**config.mk**
```make
export PLATFORM = sky130hd
export DESIGN_NAME = rriot_bus_arbiter
export DESIGN_NICKNAME = d
export VERILOG_FILES = /design/src/rtl/rriot_pkg.sv /design/src/rtl/rriot_arb_pick.sv /design/src/rtl/rriot_bus_arbiter.sv
export SDC_FILE = /design/constraint.sdc
export NUM_CORES = 1
export LEC_CHECK = 0
export ABC_AREA = 1
export ABC_CLOCK_PERIOD_IN_PS = 1700
export BUFFER_PORTS_ARGS = -buffer_cell sky130_fd_sc_hd__buf_4
export CORE_MARGIN = 2
export CORE_UTILIZATION = 41
export CTS_CLUSTER_DIAMETER = 80
export CTS_CLUSTER_SIZE = 10
export DETAILED_ROUTE_END_ITERATION = 16
export PLACE_DENSITY = 0.87
export SKIP_CTS_REPAIR_TIMING = 1
export SYNTH_ARGS = -nofsm -noshare
export SYNTH_HDL_FRONTEND = slang
export SYNTH_HIERARCHICAL = 1
export SYNTH_SLANG_ARGS = --single-unit
```
**constraint.sdc**
```tcl
create_clock -name clk -period 1.7 [get_ports clk]
set_clock_uncertainty 0.2 [all_clocks]
set_input_delay 0.17 -clock clk [delete_from_list [all_inputs] [get_ports clk]]
set_output_delay 0.17 -clock clk [all_outputs]
set_load 0.005 [all_outputs]
```
**src/rtl/rriot_pkg.sv**
```systemverilog
// rtl/rriot_pkg.sv - shared types and helpers for the mcs6530 bus arbiter
package rriot_pkg;

  localparam int ADDR_W = 10;
  localparam int DATA_W = 8;

  typedef enum logic [1:0] {
    SEL_ROM = 2'b00,
    SEL_RAM = 2'b01,
    SEL_IO  = 2'b10,
    SEL_RSV = 2'b11
  } rriot_sel_t;

  typedef enum logic [1:0] {
    IDLE    = 2'b00,
    ISSUE   = 2'b01,
    CAPTURE = 2'b10
  } arb_state_t;

  typedef struct packed {
    logic              we_n;
    rriot_sel_t        sel;
    logic [ADDR_W-1:0] addr;
    logic [DATA_W-1:0] wdata;
  } rriot_req_t;

  // ROM writes and the reserved region never strobe the slave
  function automatic logic req_legal(input rriot_req_t r);
    return !((r.sel == SEL_RSV) || ((r.sel == SEL_ROM) && !r.we_n));
  endfunction

endpackage

```
**src/rtl/rriot_arb_pick.sv**
```systemverilog
// rtl/rriot_arb_pick.sv - two-master winner select with an m1 starvation counter
module rriot_arb_pick
  import rriot_pkg::*;
#(
  parameter int STARVE_LIMIT = 4
) (
  input  logic clk,
  input  logic rst_n,
  input  logic elig0_i,
  input  logic elig1_i,
  input  logic grant_en_i,
  output logic any_o,
  output logic pick_m1_o
);

  localparam int CW = $clog2(STARVE_LIMIT + 1);
  localparam logic [CW-1:0] LIMIT = CW'(STARVE_LIMIT);

  logic [CW-1:0] starve_q, starve_d;

  always_comb begin
    any_o     = elig0_i | elig1_i;
    pick_m1_o = elig1_i & (~elig0_i | (starve_q == LIMIT));
    starve_d  = starve_q;
    if (grant_en_i && any_o) begin
      if (pick_m1_o) begin
        starve_d = '0;
      end else if (elig1_i && (starve_q != LIMIT)) begin
        starve_d = starve_q + 1'b1;
      end
    end
  end

  always_ff @(posedge clk) begin
    if (!rst_n) begin
      starve_q <= '0;
    end else begin
      starve_q <= starve_d;
    end
  end

endmodule

```
**src/rtl/rriot_bus_arbiter.sv**
```systemverilog
// rtl/rriot_bus_arbiter.sv - shares one mcs6530 bus port between the CPU (m0) and a debug/loader port (m1)
module rriot_bus_arbiter
  import rriot_pkg::*;
#(
  parameter int STARVE_LIMIT = 4,
  parameter int CS1_ACT_HIGH = 0
) (
  input  logic              clk,
  input  logic              rst_n,
  input  logic              m0_req,
  input  logic              m0_we_n,
  input  logic [1:0]        m0_sel,
  input  logic [ADDR_W-1:0] m0_addr,
  input  logic [DATA_W-1:0] m0_wdata,
  output logic              m0_ack,
  output logic [DATA_W-1:0] m0_rdata,
  input  logic              m1_req,
  input  logic              m1_we_n,
  input  logic [1:0]        m1_sel,
  input  logic [ADDR_W-1:0] m1_addr,
  input  logic [DATA_W-1:0] m1_wdata,
  output logic              m1_ack,
  output logic [DATA_W-1:0] m1_rdata,
  output logic              s_cs1,
  output logic              s_rs_n,
  output logic              s_we_n,
  output logic [ADDR_W-1:0] s_a,
  output logic [DATA_W-1:0] s_di,
  input  logic [DATA_W-1:0] s_do,
  output logic              busy,
  output logic              gnt_id
);

  localparam logic CS1_ON  = (CS1_ACT_HIGH != 0);
  localparam logic CS1_OFF = ~CS1_ON;

  arb_state_t        state_q, state_d;
  rriot_req_t        req_q, req_d;
  rriot_req_t        m0_bundle, m1_bundle;
  logic              gnt_q, gnt_d;
  logic              ack0_q, ack0_d, ack1_q, ack1_d;
  logic [DATA_W-1:0] rdata0_q, rdata0_d, rdata1_q, rdata1_d;
  logic              cs1_q, cs1_d, rs_n_q, rs_n_d, we_n_q, we_n_d;
  logic [ADDR_W-1:0] a_q, a_d;
  logic [DATA_W-1:0] di_q, di_d;
  logic              busy_q, busy_d;
  logic              elig0, elig1, any_elig, pick_m1;

  assign m0_bundle = '{we_n: m0_we_n, sel: rriot_sel_t'(m0_sel), addr: m0_addr, wdata: m0_wdata};
  assign m1_bundle = '{we_n: m1_we_n, sel: rriot_sel_t'(m1_sel), addr: m1_addr, wdata: m1_wdata};

  // A master's request is ignored during its own ack cycle
  assign elig0 = m0_req & ~ack0_q;
  assign elig1 = m1_req & ~ack1_q;

  rriot_arb_pick #(
    .STARVE_LIMIT(STARVE_LIMIT)
  ) u_pick (
    .clk       (clk),
    .rst_n     (rst_n),
    .elig0_i   (elig0),
    .elig1_i   (elig1),
    .grant_en_i(state_q == IDLE),
    .any_o     (any_elig),
    .pick_m1_o (pick_m1)
  );

  always_comb begin
    state_d  = state_q;
    req_d    = req_q;
    gnt_d    = gnt_q;
    ack0_d   = 1'b0;
    ack1_d   = 1'b0;
    rdata0_d = rdata0_q;
    rdata1_d = rdata1_q;
    cs1_d    = CS1_OFF;
    rs_n_d   = 1'b1;
    we_n_d   = 1'b1;
    a_d      = '0;
    di_d     = '0;

    case (state_q)
      IDLE: begin
        if (any_elig) begin
          req_d   = pick_m1 ? m1_bundle : m0_bundle;
          gnt_d   = pick_m1;
          state_d = ISSUE;
          // Pins are registered here so the slave sees them throughout ISSUE
          if (req_legal(req_d)) begin
            if (req_d.sel == SEL_ROM) begin
              rs_n_d = 1'b0;
            end else begin
              cs1_d = CS1_ON;
            end
            we_n_d = req_d.we_n;
            a_d    = req_d.addr;
            di_d   = req_d.we_n ? '0 : req_d.wdata;
          end
        end
      end
      ISSUE: begin
        if (req_legal(req_q) && req_q.we_n) begin
          state_d = CAPTURE;
        end else begin
          ack0_d  = ~gnt_q;
          ack1_d  = gnt_q;
          state_d = IDLE;
        end
      end
      CAPTURE: begin
        if (gnt_q) begin
          rdata1_d = s_do;
          ack1_d   = 1'b1;
        end else begin
          rdata0_d = s_do;
          ack0_d   = 1'b1;
        end
        state_d = IDLE;
      end
      default: state_d = IDLE;
    endcase

    busy_d = (state_d != IDLE);
  end

  always_ff @(posedge clk) begin
    if (!rst_n) begin
      state_q  <= IDLE;
      req_q    <= '0;
      gnt_q    <= 1'b0;
      ack0_q   <= 1'b0;
      ack1_q   <= 1'b0;
      rdata0_q <= '0;
      rdata1_q <= '0;
      cs1_q    <= CS1_OFF;
      rs_n_q   <= 1'b1;
      we_n_q   <= 1'b1;
      a_q      <= '0;
      di_q     <= '0;
      busy_q   <= 1'b0;
    end else begin
      state_q  <= state_d;
      req_q    <= req_d;
      gnt_q    <= gnt_d;
      ack0_q   <= ack0_d;
      ack1_q   <= ack1_d;
      rdata0_q <= rdata0_d;
      rdata1_q <= rdata1_d;
      cs1_q    <= cs1_d;
      rs_n_q   <= rs_n_d;
      we_n_q   <= we_n_d;
      a_q      <= a_d;
      di_q     <= di_d;
      busy_q   <= busy_d;
    end
  end

  assign m0_ack   = ack0_q;
  assign m1_ack   = ack1_q;
  assign m0_rdata = rdata0_q;
  assign m1_rdata = rdata1_q;
  assign s_cs1    = cs1_q;
  assign s_rs_n   = rs_n_q;
  assign s_we_n   = we_n_q;
  assign s_a      = a_q;
  assign s_di     = di_q;
  assign busy     = busy_q;
  assign gnt_id   = gnt_q;

endmodule

```
==> results of run 1 <==
[final timing paths]
path | cells after the start | slack (ns) | endpoint | start
max | 9 | -0.13 | s_a[1] | m1_ack
min | 3 | -0.02 | s_a[8] | m0_addr[8]
max reg2reg | 9 | -0.13 | s_a[1] | m1_ack
min reg2reg | 2 | 0.29 | m0_rdata[6] | m0_rdata[6]
[logic make-up (layout without fill, tap and decap cells)]
group           count (synthesis)  in the layout  synth area share, %
buf+inv                        30            191                6.858
simple gates                  100            102                24.13
flops                          49             49                48.88
fa+ha+maj                       5              5                3.117
compound gates                 32             32                8.043
mux                            18             18                8.977
[final cells by class]
| class | instances | area share, % |
|---|---|---|
| Inverter | 25 | 2.831 |
| Clock inverter | 2 | 0.4194 |
| Timing Repair Buffer | 158 | 36.18 |
| Clock buffer | 6 | 2.027 |
| Tap cell | 67 | 2.342 |
| Sequential cell | 49 | 27.51 |
| Multi-Input combinational cell | 157 | 28.70 |
[layer usage]
metal  part of all wire [%]  track usage [%]
met1                     38            19.25
met4                    1.5            4.848
met2                     55            32.34
met3                    5.7            5.962
met5                      0                0
[report_power, final]
group	internal [mW]	switching [mW]
clock	0.290	0.391
combinational	0.332	0.283
sequential	1.20	0.0277
[critical path, cell delays in order, from the launching register on]
cell and delay (ns):
dfxtp_1 0.32, nor2_1 0.24, inv_1 0.09, nor2_2 0.12
buf_6 0.15, nand2_2 0.08, nand2_4 0.10, nand3_4 0.17
nand3_4 0.20, nor2_2 0.06
[through the flow]
stage	power, mW	setup TNS [ns]	hold WS (ns)	util (%)
finish	2.528	-1.863	-0.02265	75.79
global route	2.639	-4.607	-0.006685	75.79
CTS	2.373	-2.775	-0.1022	63.63
detailed placement	1.716	-2.339	0.2123	61.77
global placement	1.699	-0.7200	0.1970	61.77
floorplan	1.477	-0.06774	0.07179	-
[cell usage after synthesis (all sizes together) (2+ instances only)]
library cell and instances:
a21oi 9, buf 4, dfxtp 49, ha 5
inv 25, mux2i 18, nand2 28, nand3 10
nand4 2, nor2 58, o21ai 22
[flip-flops by register name, summed over array words and instances (netlist names), 2 cells and up]
signal and flops:
req_q 3, m1_rdata 8, s_di 8, s_a 10, m0_rdata 8, state_q 2
u_pick/starve_q 3
==> impl_metrics.env, run 1 <==
export IMPL_async_flop_share_pct=0
export IMPL_syn_area_mm2=0.002007
export IMPL_clock_sinks=49
export IMPL_dp_cells=408
export IMPL_die_y_um=73.97
export IMPL_ys_warn_count=6
export IMPL_drv_cap=0
export IMPL_final_cell_mix="buf_4, dfxtp_1, dlygate4sd3_1"
export IMPL_synth_main_ff_cell="dfxtp_1"
export IMPL_boundaryPins=95
export IMPL_drc=0
export IMPL_ys_seq_area_share_pct=48.88
export IMPL_diodes=0
export IMPL_grt_pass1_wl_mm=7.479
export IMPL_outcome="complete, but fails checks"
export IMPL_slew_violations=0
export IMPL_final_common_cell="buf_4"
export IMPL_hold_viol=1
export IMPL_cts_root_buf="clkbuf_8"
export IMPL_whs_ns=-0.02265
export IMPL_final_cell_count_no_fill=464
export IMPL_drt_iter0_drc=80
export IMPL_firstDrtPassIters=4
export IMPL_setup_viol=20
export IMPL_min_path_type="in2reg"
export IMPL_wl_per_cell_um=14.02
export IMPL_setup_ws_ns=-0.1251
export IMPL_required_ns=1.70
export IMPL_cts_buffer_depth=2
export IMPL_violations="hold timing, setup timing"
export IMPL_synth_top_cells_by_area="dfxtp_1, mux2i_1, nor2_1"
export IMPL_cp_end_kind="flip-flop"
export IMPL_fin_nets=455
export IMPL_fmax_mhz=547.9
export IMPL_synth_top_area_share_pct=48.88
export IMPL_coreArea_mm2=0.004723
export IMPL_h_tree_depth=2
export IMPL_multi_input_area_mm2=0.001027
export IMPL_p_leak_nw=1.647
export IMPL_place_ws_ns=-0.1544
export IMPL_ys_types=23
export IMPL_antenna_found_initial=0
export IMPL_syn_nets=293
export IMPL_place_congestion=0.8147
export IMPL_fillers=317
export IMPL_track_usage_pct=17.60
export IMPL_placed_area_mm2=0.002918
export IMPL_cts_buffers=5
export IMPL_grt_pass1_vias=1804
export IMPL_seqCellArea_um2=984.7
export IMPL_fin_area_mm2=0.003580
export IMPL_initial_utilization_pct=42.49
export IMPL_vias=2223
export IMPL_die_x_um=73.97
export IMPL_dpl_hpwl_mm=3.819
export IMPL_insertion_delay_ns=0.30
export IMPL_vias_per_cell=4.791
export IMPL_worstPathArrival_ns=1.83
export IMPL_wirelength_mm=6.504
export IMPL_worst_slew_pin_transition_ns=0.2675
export IMPL_synth_edf_count=0
export IMPL_area_growth_pct=78.37
export IMPL_min_period_ns=1.825
export IMPL_syn_avg_cell_area_um2=8.577
export IMPL_relSlewSlack_pct=81.66
export IMPL_yosysTopAreaCell="dfxtp_1"
export IMPL_grt_overflow=0
export IMPL_drive_above_1_share_pct=44.33
export IMPL_vdd_ir_drop_max_uv=423.8
export IMPL_synth_seq_cells=49
export IMPL_grt_setup_unrepaired="true"
export IMPL_final_period_utilization_pct=107.4
export IMPL_p_per_area_mw_per_mm2=706.3
export IMPL_crit_fanout=8
export IMPL_antenna_left=0
export IMPL_clkTransAtPathRegs_ns=0.09
export IMPL_die_area_mm2=0.005471
export IMPL_worstSetupPathType="reg2reg"
export IMPL_critical_path_startpoint_type="flip-flop"
export IMPL_fp_row_count=25
export IMPL_port_buffers=94
export IMPL_grt_max_degree=27
export IMPL_synth_cells=234
export IMPL_cts_tree="yes"
(Power assumes the default switching activity.)
==> inputs of run 2 (changes only) <==
==> constraint.sdc (replaced) <==
create_clock -name clk -period 1.7 [get_ports clk]
set_clock_uncertainty 0.2 [all_clocks]
set_input_delay 0.085 -clock clk [delete_from_list [all_inputs] [get_ports clk]]
set_output_delay 0.085 -clock clk [all_outputs]
set_load 0.005 [all_outputs]
==> impl_metrics.env, run 2 (synthesized netlist as in run 1, its figures left out) <==
export IMPL_outcome="complete, but fails checks"
export IMPL_violations="setup timing"
export IMPL_firstDrtPassIters=4
export IMPL_fillers=317
export IMPL_area_growth_pct=80.36
export IMPL_dp_cells=408
export IMPL_p_sw_mw=0.7050
export IMPL_grt_overflow=0
export IMPL_port_buffers=94
export IMPL_worstSetupPathType="reg2reg"
export IMPL_die_x_um=73.97
export IMPL_drv_cap=0
export IMPL_cp_slowest_cell="dfxtp_1"
export IMPL_die_area_mm2=0.005471
export IMPL_boundaryPins=95
export IMPL_hold_viol=0
export IMPL_final_cell_mix="buf_4, dfxtp_1, dlygate4sd3_1"
export IMPL_min_path_type="in2reg"
export IMPL_cts_tree="yes"
export IMPL_worstPathArrival_ns=1.83
export IMPL_rrSetupSlack_ns=-0.13
export IMPL_drive_above_1_share_pct=43.89
export IMPL_seqCellArea_um2=984.7
export IMPL_vias_per_cell=4.782
export IMPL_met2WireLength_mm=3.628
export IMPL_relSlewSlack_pct=82.04
export IMPL_grt_pass1_vias=1804
export IMPL_slew_violations=0
export IMPL_whs_ns=0.001286
export IMPL_min_period_ns=1.829
export IMPL_place_ws_ns=-0.1544
export IMPL_grt_pass1_wl_mm=7.479
export IMPL_final_common_cell="buf_4"
export IMPL_antenna_found_initial=0
export IMPL_wirelength_mm=6.669
export IMPL_cts_buffers=5
export IMPL_required_ns=1.70
export IMPL_wl_per_cell_um=14.25
export IMPL_routed_top_layer="met4"
export IMPL_met1Wirelength_mm=2.480
export IMPL_final_cell_count_no_fill=468
export IMPL_clkTransAtPathRegs_ns=0.09
export IMPL_h_tree_depth=2
export IMPL_vias=2238
export IMPL_fp_row_count=25
export IMPL_critical_path_startpoint_type="flip-flop"
export IMPL_setup_ws_ns=-0.1286
export IMPL_track_usage_pct=17.60
export IMPL_die_y_um=73.97
export IMPL_grt_setup_unrepaired="true"
export IMPL_crit_fanout=8
export IMPL_cts_root_buf="clkbuf_8"
export IMPL_seqPwrFrac_pct=48.5
export IMPL_coreArea_mm2=0.004723
export IMPL_drc=0
export IMPL_fmax_mhz=546.9
export IMPL_netSwitchingFraction_pct=27.78
export IMPL_slowest_delay_ns=0.32
export IMPL_cp_end_kind="flip-flop"
export IMPL_largest_reg_flops=10
export IMPL_power_total_mw=2.538
export IMPL_cp_cell_sequence="nor2_1, inv_1, nor2_2, buf_6, nand2_1, nand2_4, nand3_4, nand3_4, nor2_2"
export IMPL_clock_sinks=49
export IMPL_vdd_ir_drop_max_uv=455.9
export IMPL_final_period_utilization_pct=107.6
export IMPL_pwr_share_comb_pct=24.6
export IMPL_place_congestion=0.8147
export IMPL_setup_viol=21
export IMPL_clkPwrFrac_pct=26.8
export IMPL_worst_slew_pin_transition_ns=0.2619
export IMPL_initial_utilization_pct=42.49
export IMPL_diodes=0
export IMPL_power_internal_mw=1.833
export IMPL_p_leak_nw=1.664
export IMPL_cts_buffer_depth=2
export IMPL_p_per_area_mw_per_mm2=701.2
export IMPL_antenna_left=0
export IMPL_dpl_hpwl_mm=3.819
export IMPL_multi_input_area_mm2=0.001027
export IMPL_grt_max_degree=27
export IMPL_drt_iter0_drc=67
export IMPL_insertion_delay_ns=0.30
export IMPL_wl_met3_um=322
export IMPL_fin_nets=459
## run 2: cell types whose count changed in the layout (fill, tap and decap cells not counted)
cell	previous run	this run
dlygate4sd3_1	42	46
## run 2: final cells by class
cell class	count	area share [%]
Timing Repair Buffer	162	36.88
Multi-Input combinational cell	157	28.38
Sequential cell	49	27.20
Inverter	25	2.800
Tap cell	67	2.316
Clock buffer	6	2.005
Clock inverter	2	0.4148
## run 2: final timing paths
check / from / end / depth (start not counted)
worst max-delay path: m1_ack / s_a[1] / 9
worst min-delay path: m1_we_n / s_we_n / 5
worst max register to register: m1_ack / s_a[1] / 9
worst min register to register: m0_rdata[6] / m0_rdata[6] / 2
## run 2: metrics by stage
stage	TNS, ns	utilization, %	area [µm²]
final	-2.015	76.64	3620
after global routing	-4.714	76.64	3620
after CTS	-2.775	63.63	3005
after detailed placement	-2.339	61.77	2918
after global placement	-0.7200	61.77	2918
after floorplan	-0.06774	-	2039
## run 2: metal layers
layer	GRT usage [%]	vias up
met5	0	-
met4	4.848	0
met3	5.962	18
li1	-	1089
met1	19.25	1051
met2	32.34	80
## run 2: power by group through the flow
stage | logic, mW | clock network [mW] | registers, mW
3_5_place_dp | 0.460 | 0 | 1.26
2_1_floorplan | 0.219 | 0 | 1.26
6_report | 0.625 | 0.681 | 1.23
5_1_grt | 0.676 | 0.734 | 1.24
4_1_cts | 0.463 | 0.681 | 1.23
3_3_place_gp | 0.445 | 0 | 1.25
## run 2: worst max-delay path: cells and delay by family (launching register included)
kind | cells | cell delay [ns]
flip-flops | 1 | 0.32
AND/OR/NAND/NOR | 7 | 0.96
buffers and inverters | 2 | 0.25
